--- src/rtl/gray_step_scheduler_pkg.sv ---
// rtl/gray_step_scheduler_pkg.sv - shared constants and helpers for the Gray step scheduler
// Purpose: FSM state encodings, default sizing constants and the bin-to-Gray helper.
// Ports: none (package).
package gray_sched_pkg;

  localparam logic [1:0] IDLE = 2'd0;
  localparam logic [1:0] STEP = 2'd1;
  localparam logic [1:0] DONE = 2'd2;

  localparam int NREQ_DEF = 4;
  localparam int CW_DEF   = 3;
  localparam int LW_DEF   = 3;

  // Wide enough for any supported counter width; callers truncate.
  function automatic logic [31:0] bin2gray(input logic [31:0] bin);
    return bin ^ (bin >> 1);
  endfunction

endpackage

--- src/rtl/gray_step_scheduler_if.sv ---
// rtl/gray_step_scheduler_if.sv - request/result bundle between clients and the scheduler
// Purpose: groups the request handshake, debug step/gray view and the done result.
// Ports: master = client side (drives req_valid, req_len, done_ready);
//        slave  = scheduler side (drives req_ready, step, gray_q, busy, done_*).
interface gray_step_if #(
  parameter int NREQ = 4,
  parameter int CW   = 3,
  parameter int LW   = 3,
  parameter int IDW  = 2
);
  logic [NREQ-1:0]    req_valid;
  logic [NREQ*LW-1:0] req_len;
  logic [NREQ-1:0]    req_ready;
  logic               step;
  logic [CW-1:0]      gray_q;
  logic               busy;
  logic               done_valid;
  logic               done_ready;
  logic [IDW-1:0]     done_id;
  logic [CW-1:0]      done_gray;
  logic               done_wrap;

  modport master (
    output req_valid, req_len, done_ready,
    input  req_ready, step, gray_q, busy, done_valid, done_id, done_gray, done_wrap
  );

  modport slave (
    input  req_valid, req_len, done_ready,
    output req_ready, step, gray_q, busy, done_valid, done_id, done_gray, done_wrap
  );
endinterface

--- src/rtl/gray_step_scheduler_counter.sv ---
// rtl/gray_step_scheduler_counter.sv - shared binary counter with Gray-coded output
// Purpose: holds the binary count, advances on step, presents the Gray view.
// Ports: clk, reset (sync, active-low), step (advance), gray_q (Gray value),
//        wrap (combinational: this step rolls the top code over to 0).
module gray_step_counter
  import gray_sched_pkg::*;
#(
  parameter int CW = CW_DEF
) (
  input  logic          clk,
  input  logic          reset,
  input  logic          step,
  output logic [CW-1:0] gray_q,
  output logic          wrap
);

  logic [CW-1:0] bin_q;
  logic [CW-1:0] bin_d;

  always_comb begin
    bin_d = bin_q;
    if (step) bin_d = bin_q + CW'(1);
  end

  always_ff @(posedge clk) begin
    if (!reset) bin_q <= '0;
    else        bin_q <= bin_d;
  end

  assign gray_q = CW'(bin2gray(32'(bin_q)));
  assign wrap   = step & (bin_q == '1);

endmodule

--- src/rtl/gray_step_scheduler.sv ---
// rtl/gray_step_scheduler.sv - round-robin job scheduler driving a shared Gray step counter
// Purpose: arbitrates step jobs from NREQ clients, issues one step pulse per requested
//          advance and reports the resulting Gray value, wrap flag and requester id.
// Ports: clk, reset (sync, active-low), bus (gray_step_if slave: request handshake,
//        step/gray_q/busy debug view, done result handshake).
module gray_step_scheduler
  import gray_sched_pkg::*;
#(
  parameter int NREQ = NREQ_DEF,
  parameter int CW   = CW_DEF,
  parameter int LW   = LW_DEF,
  parameter int IDW  = $clog2(NREQ)
) (
  input logic        clk,
  input logic        reset,
  gray_step_if.slave bus
);

  logic [1:0]      state_q, state_d;
  logic [IDW-1:0]  rr_ptr_q, rr_ptr_d;
  logic [IDW-1:0]  id_q, id_d;
  logic [LW-1:0]   rem_q, rem_d;
  logic            wrap_q, wrap_d;

  logic [IDW-1:0]  winner;
  logic [IDW-1:0]  idx;
  logic            any_req;
  logic [LW-1:0]   win_len;
  logic            accept;

  logic [NREQ-1:0] req_ready_c;
  logic            step_c;
  logic            busy_c;
  logic            done_valid_c;
  logic [CW-1:0]   gray_w;
  logic            cnt_wrap;

  gray_step_counter #(.CW(CW)) u_counter (
    .clk    (clk),
    .reset  (reset),
    .step   (step_c),
    .gray_q (gray_w),
    .wrap   (cnt_wrap)
  );

  // Search starts just after the last winner so every client gets a turn.
  always_comb begin
    winner  = '0;
    any_req = 1'b0;
    idx     = '0;
    for (int k = 1; k <= NREQ; k++) begin
      idx = IDW'((int'(rr_ptr_q) + k) % NREQ);
      if (!any_req && bus.req_valid[idx]) begin
        any_req = 1'b1;
        winner  = idx;
      end
    end
  end

  assign win_len = bus.req_len[winner*LW +: LW];
  assign accept  = |(bus.req_valid & req_ready_c);

  always_ff @(posedge clk) begin
    if (!reset) state_q <= IDLE;
    else        state_q <= state_d;
  end

  always_comb begin
    state_d = state_q;
    case (state_q)
      IDLE:    if (any_req) state_d = (win_len != '0) ? STEP : DONE;
      STEP:    if (rem_q == LW'(1)) state_d = DONE;
      DONE:    if (bus.done_ready) state_d = IDLE;
      default: state_d = IDLE;
    endcase
  end

  // req_ready is gated by reset so nothing looks accepted while reset is held.
  always_comb begin
    req_ready_c = '0;
    if (reset && (state_q == IDLE) && any_req) req_ready_c[winner] = 1'b1;
    step_c       = (state_q == STEP);
    busy_c       = (state_q != IDLE);
    done_valid_c = (state_q == DONE);
  end

  always_comb begin
    rr_ptr_d = rr_ptr_q;
    id_d     = id_q;
    rem_d    = rem_q;
    wrap_d   = wrap_q;
    if (accept) begin
      rr_ptr_d = winner;
      id_d     = winner;
      rem_d    = win_len;
      wrap_d   = 1'b0;
    end
    if (step_c) begin
      rem_d = rem_q - LW'(1);
      if (cnt_wrap) wrap_d = 1'b1;
    end
  end

  always_ff @(posedge clk) begin
    if (!reset) begin
      rr_ptr_q <= IDW'(NREQ - 1);
      id_q     <= '0;
      rem_q    <= '0;
      wrap_q   <= 1'b0;
    end else begin
      rr_ptr_q <= rr_ptr_d;
      id_q     <= id_d;
      rem_q    <= rem_d;
      wrap_q   <= wrap_d;
    end
  end

  assign bus.req_ready  = req_ready_c;
  assign bus.step       = step_c;
  assign bus.gray_q     = gray_w;
  assign bus.busy       = busy_c;
  assign bus.done_valid = done_valid_c;
  assign bus.done_id    = id_q;
  assign bus.done_gray  = gray_w;
  assign bus.done_wrap  = wrap_q;

endmodule

--- src/flat_wrapper.sv ---
// flat-port wrapper written by rule: the top's interface ports become plain ports
module gray_step_scheduler_flat import gray_sched_pkg::*;
#(
  parameter int NREQ = NREQ_DEF,
  parameter int CW   = CW_DEF,
  parameter int LW   = LW_DEF,
  parameter int IDW  = $clog2(NREQ)
)
  (clk, reset, bus_req_valid, bus_req_len, bus_done_ready, bus_req_ready, bus_step, bus_gray_q, bus_busy, bus_done_valid, bus_done_id, bus_done_gray, bus_done_wrap);
  gray_step_if #(.NREQ(NREQ), .CW(CW), .LW(LW), .IDW(IDW)) bus_i ();
  input logic clk;
  input logic reset;
  input wire logic [$bits(bus_i.req_valid)-1:0] bus_req_valid;
  input wire logic [$bits(bus_i.req_len)-1:0] bus_req_len;
  input wire logic [$bits(bus_i.done_ready)-1:0] bus_done_ready;
  output wire logic [$bits(bus_i.req_ready)-1:0] bus_req_ready;
  output wire logic [$bits(bus_i.step)-1:0] bus_step;
  output wire logic [$bits(bus_i.gray_q)-1:0] bus_gray_q;
  output wire logic [$bits(bus_i.busy)-1:0] bus_busy;
  output wire logic [$bits(bus_i.done_valid)-1:0] bus_done_valid;
  output wire logic [$bits(bus_i.done_id)-1:0] bus_done_id;
  output wire logic [$bits(bus_i.done_gray)-1:0] bus_done_gray;
  output wire logic [$bits(bus_i.done_wrap)-1:0] bus_done_wrap;
  assign bus_i.req_valid = bus_req_valid;
  assign bus_i.req_len = bus_req_len;
  assign bus_i.done_ready = bus_done_ready;
  assign bus_req_ready = bus_i.req_ready;
  assign bus_step = bus_i.step;
  assign bus_gray_q = bus_i.gray_q;
  assign bus_busy = bus_i.busy;
  assign bus_done_valid = bus_i.done_valid;
  assign bus_done_id = bus_i.done_id;
  assign bus_done_gray = bus_i.done_gray;
  assign bus_done_wrap = bus_i.done_wrap;
  gray_step_scheduler #(.NREQ(NREQ), .CW(CW), .LW(LW), .IDW(IDW)) u_core (.clk(clk), .reset(reset), .bus(bus_i));
endmodule
--- config.mk ---
export PLATFORM = sky130hd
export DESIGN_NAME = gray_step_scheduler_flat
export DESIGN_NICKNAME = d
export VERILOG_FILES = /design/src/rtl/gray_step_scheduler_pkg.sv /design/src/rtl/gray_step_scheduler_if.sv /design/src/rtl/gray_step_scheduler_counter.sv /design/src/rtl/gray_step_scheduler.sv /design/src/flat_wrapper.sv
export SDC_FILE = /design/constraint.sdc
export NUM_CORES = 1
export LEC_CHECK = 0
export ABC_AREA = 1
export CAP_MARGIN = 20
export CORE_UTILIZATION = 49
export CTS_BUF_LIST = sky130_fd_sc_hd__clkbuf_8
export DETAILED_ROUTE_END_ITERATION = 10
export PLACE_DENSITY = 0.85
export REMOVE_ABC_BUFFERS = 1
export SYNTH_ARGS = -nofsm -noshare
export SYNTH_HDL_FRONTEND = slang
export SYNTH_HIERARCHICAL = 1
export SYNTH_SLANG_ARGS = --single-unit
--- constraint.sdc ---
create_clock -name clk -period 2.65 [get_ports clk]
set_input_delay 0.795 -clock clk [delete_from_list [all_inputs] [get_ports clk]]
set_output_delay 0.795 -clock clk [all_outputs]
set_load 0.005 [all_outputs]
==> results.yml <==
worst_setup_path:
  critical-path-top-delay-family: "simple AND/OR/NAND/NOR gates"
  end_kind: "output pin"
  cp-start-kind: "input pin"
  slowest_stage: "nor3_2"
  path_max_fanout: 3
  crit_required_ns: 1.86
  crit_buf_inv: 4
  cp.arrival_ns: 2.05
  slowest_delay_ns: 0.18
  critical_path_class: "in -> out"
  cpMostUsedCell: "nand2_4"
  crit_chain: "buf_8, inv_2, nand2_2, nand2_1, nand2_1, nand2_2, nand2_4, nand2_4, nand2_4, nand3_4, buf_6, nor3_2, buf_2"
sta:
  fin_crit_ns: 2.85
  finalCritPeriodShare: 1.07
  skew_ns: 0.00565
  timing.slew.headroom: 0.717
  rsz0062_at_grt: "yes"
  worst_pin_slew_ns: 0.423
  final.setup.worst_slack_ns: -0.196
  fin_hold_ws_ns: 0.499
  hold_viol: 0
  fmaxAchievable_mhz: 351
  finalSetupViolCount: 5
  maxSlewViolCount: 0
synthesis:
  yosysMostFrequentCell: "nand2_1"
  synth_top_family_by_area: "simple AND/OR/NAND/NOR gates"
  synthCells: 184
  synth_area_per_cell_um2: 6.37
  synth_area_leader_cell: "dfxtp_1"
  yosysSeqAreaShare: 0.222
  synth-async-reset-ratio: 0
  synthTopCellsByCount: "nand2_1, inv_1, dfxtp_1"
  synth_compound_area_frac: 0.0779
  synth_area_mm2: 0.00117
  synthAdderAreaFrac: 0.0427
  synth_top_cell_area_share: 0.222
  synth_mux_area_frac: 0
  yosys.area_share.simple: 0.510
  synth_top_flop_cell: "dfxtp_1"
  synthTopCellsByArea: "dfxtp_1, nand2_1, inv_1"
  ys_types: 26
  ys_ff_latch: 13
  yosysWarnings: 6
  synth_xor_area_frac: 0.0149
  synth_edf_count: 0
pwr:
  power_uw: 3090
  power_density_mw_per_mm2: 1580
  ir_worst_vdd_mv: 1.19
  p_leak_uw: 0.000990
placed_design:
  port_buffers: 34
  pre_cts_ws_ns: -0.907
  gp_congestion: 0.879
  placed_cells: 261
  hpwl_um: 2350
layout:
  multi_input_area_um2: 915
  diodes: 0
  area_delta_synth_final_pct: 66.9
  postLayoutCoreUtil: 0.876
  fill_cells: 109
  final-instance-count-excl-fill: 277
  layout-drive-gt1-share: 0.414
  nets: 273
  final-seq-area_um2: 260
drt:
  drtIter0Drc: 98
  wl_um: 4950
  dr.pass1.iters: 5
  ant_nets: 0
  viasPerCell: 5.82
  drc: 0
  post_drt_wl_per_cell_um: 17.9
  via_count: 1611
floorplanning:
  die_w_um: 50.9
  fp.dieH_um: 50.9
  io-pin-count: 35
  core_mm2: 0.00223
  dieArea_mm2: 0.00259
  row_count: 17
  start_util: 0.525
cts:
  insertion_delay_ns: 0.25
  cts_made_buffers: 3
  clk_pin_slew_ns: 0.05
  clock_sinks: 13
  clockRootBuffer: "clkbuf_8"
  tritoncts: "done"
  cts-hold-fix-buffers: 0
  cts.path.max_buffers: 2
  h-tree-depth: 1
global_route:
  grt_pass1_vias: 1487
  gr-usage-all-layers: 0.325
  gr-total-overflow: 0
  grt_max_degree: 13
  grt_pass1_wl_um: 6290
  antenna_found_initial: 0
status:
  outcome: "finished, violations left"
  violations: "negative setup slack"
min_path:
  hold_path.class: "reg -> reg"
flow_run:
  maxCapViolations: 0
==> cells by family after synthesis <==
group,Yosys count
and+or+nand+nor,118
buffers and inverters,31
AOI/OAI and AO/OA,16
DFF,13
adders and majority gates,4
xor gates and xnor gates,2
==> final cells by class <==
cell class                      instances  share of cell area
Timing Repair Buffer                   67               0.302
Sequential cell                        13               0.133
Tap cell                               28              0.0179
Multi-Input combinational cell        140               0.467
Inverter                               25              0.0563
Clock buffer                            3              0.0211
Clock inverter                          1             0.00192
==> worst reg2reg max path, stage by stage, from the launching register on <==
cell and delay (ns):
dfxtp_1 0.41, inv_2 0.13, nand2_1 0.10, nand2_1 0.13
nand2_4 0.11, nand2_4 0.07, nor2_4 0.17, nand2_2 0.08
nand2_4 0.13, clkinvlp_4 0.15, buf_4 0.17, buf_4 0.13
buf_4 0.13, buf_4 0.13, nand2_1 0.07, nand2_2 0.08
nand3_2 0.08, nand3_2 0.07, nand2_1 0.12, inv_1 0.07
==> worst paths after layout <==
kind	from	cells past startpoint	slack (ns)	endpoint
max reg2reg	u_core/rr_ptr_q[1]	19	0	u_core/rem_q[1]
max	bus_req_valid[2]	13	-0.20	bus_req_ready[1]
min reg2reg	u_core/bus.done_id[0]	2	0.50	u_core/bus.done_id[0]
min	u_core/bus.done_id[0]	2	0.50	u_core/bus.done_id[0]
==> through the flow <==
step	area [um^2]	TNS (ns)
after floorplan	1120	0
after global placement	1660	-3.40
after detailed placement	1660	-3.72
after CTS	1880	-0.153
after global routing	1960	-1.13
final	1960	-0.624
==> power breakdown <==
group | internal, uW | switching, uW | total (uW) | leakage [uW]
clock | 103 | 77.9 | 180 | 0.0000269
sequential | 267 | 63.2 | 330 | 0.000107
combinational | 1140 | 1440 | 2580 | 0.000856
total | 1510 | 1580 | 3090 | 0.000990
==> cell usage in the layout (no fill, tap or decap), drive strengths merged <==
cell type	count
a21oi	8
buf	41
clkbuf	3
clkdlybuf4s50	26
clkinvlp	1
dfxtp	13
ha	4
inv	25
nand2	80
nand3	16
nand4	4
nor2	13
nor3	4
o211ai	3
o21ai	5
or2	1
xnor2	1
xor2	1
==> metal layers <==
metal	track usage	share of wire
met3	0.0804	0.090
met5	0	0
met1	0.364	0.36
met4	0.120	0.056
met2	0.586	0.49
==> state kept, by name (all words and copies together), names as in the netlist <==
register,flops
u_core/u_counter/bin_q,3
u_core/state_q,2
u_core/rem_q,3
u_core/rr_ptr_q,2
u_core/bus.done_id,2
u_core/bus.done_wrap,1
==> repair_timing <==
action / 4_1_cts / 5_1_grt
endpoints found under the setup margin: 4 / 5
gates cloned: 0 / 0
resized for setup: 68 / 17
buffers inserted: 10 / 2
pin swaps: 26 / 7
Power figures use the tool's default switching activity.
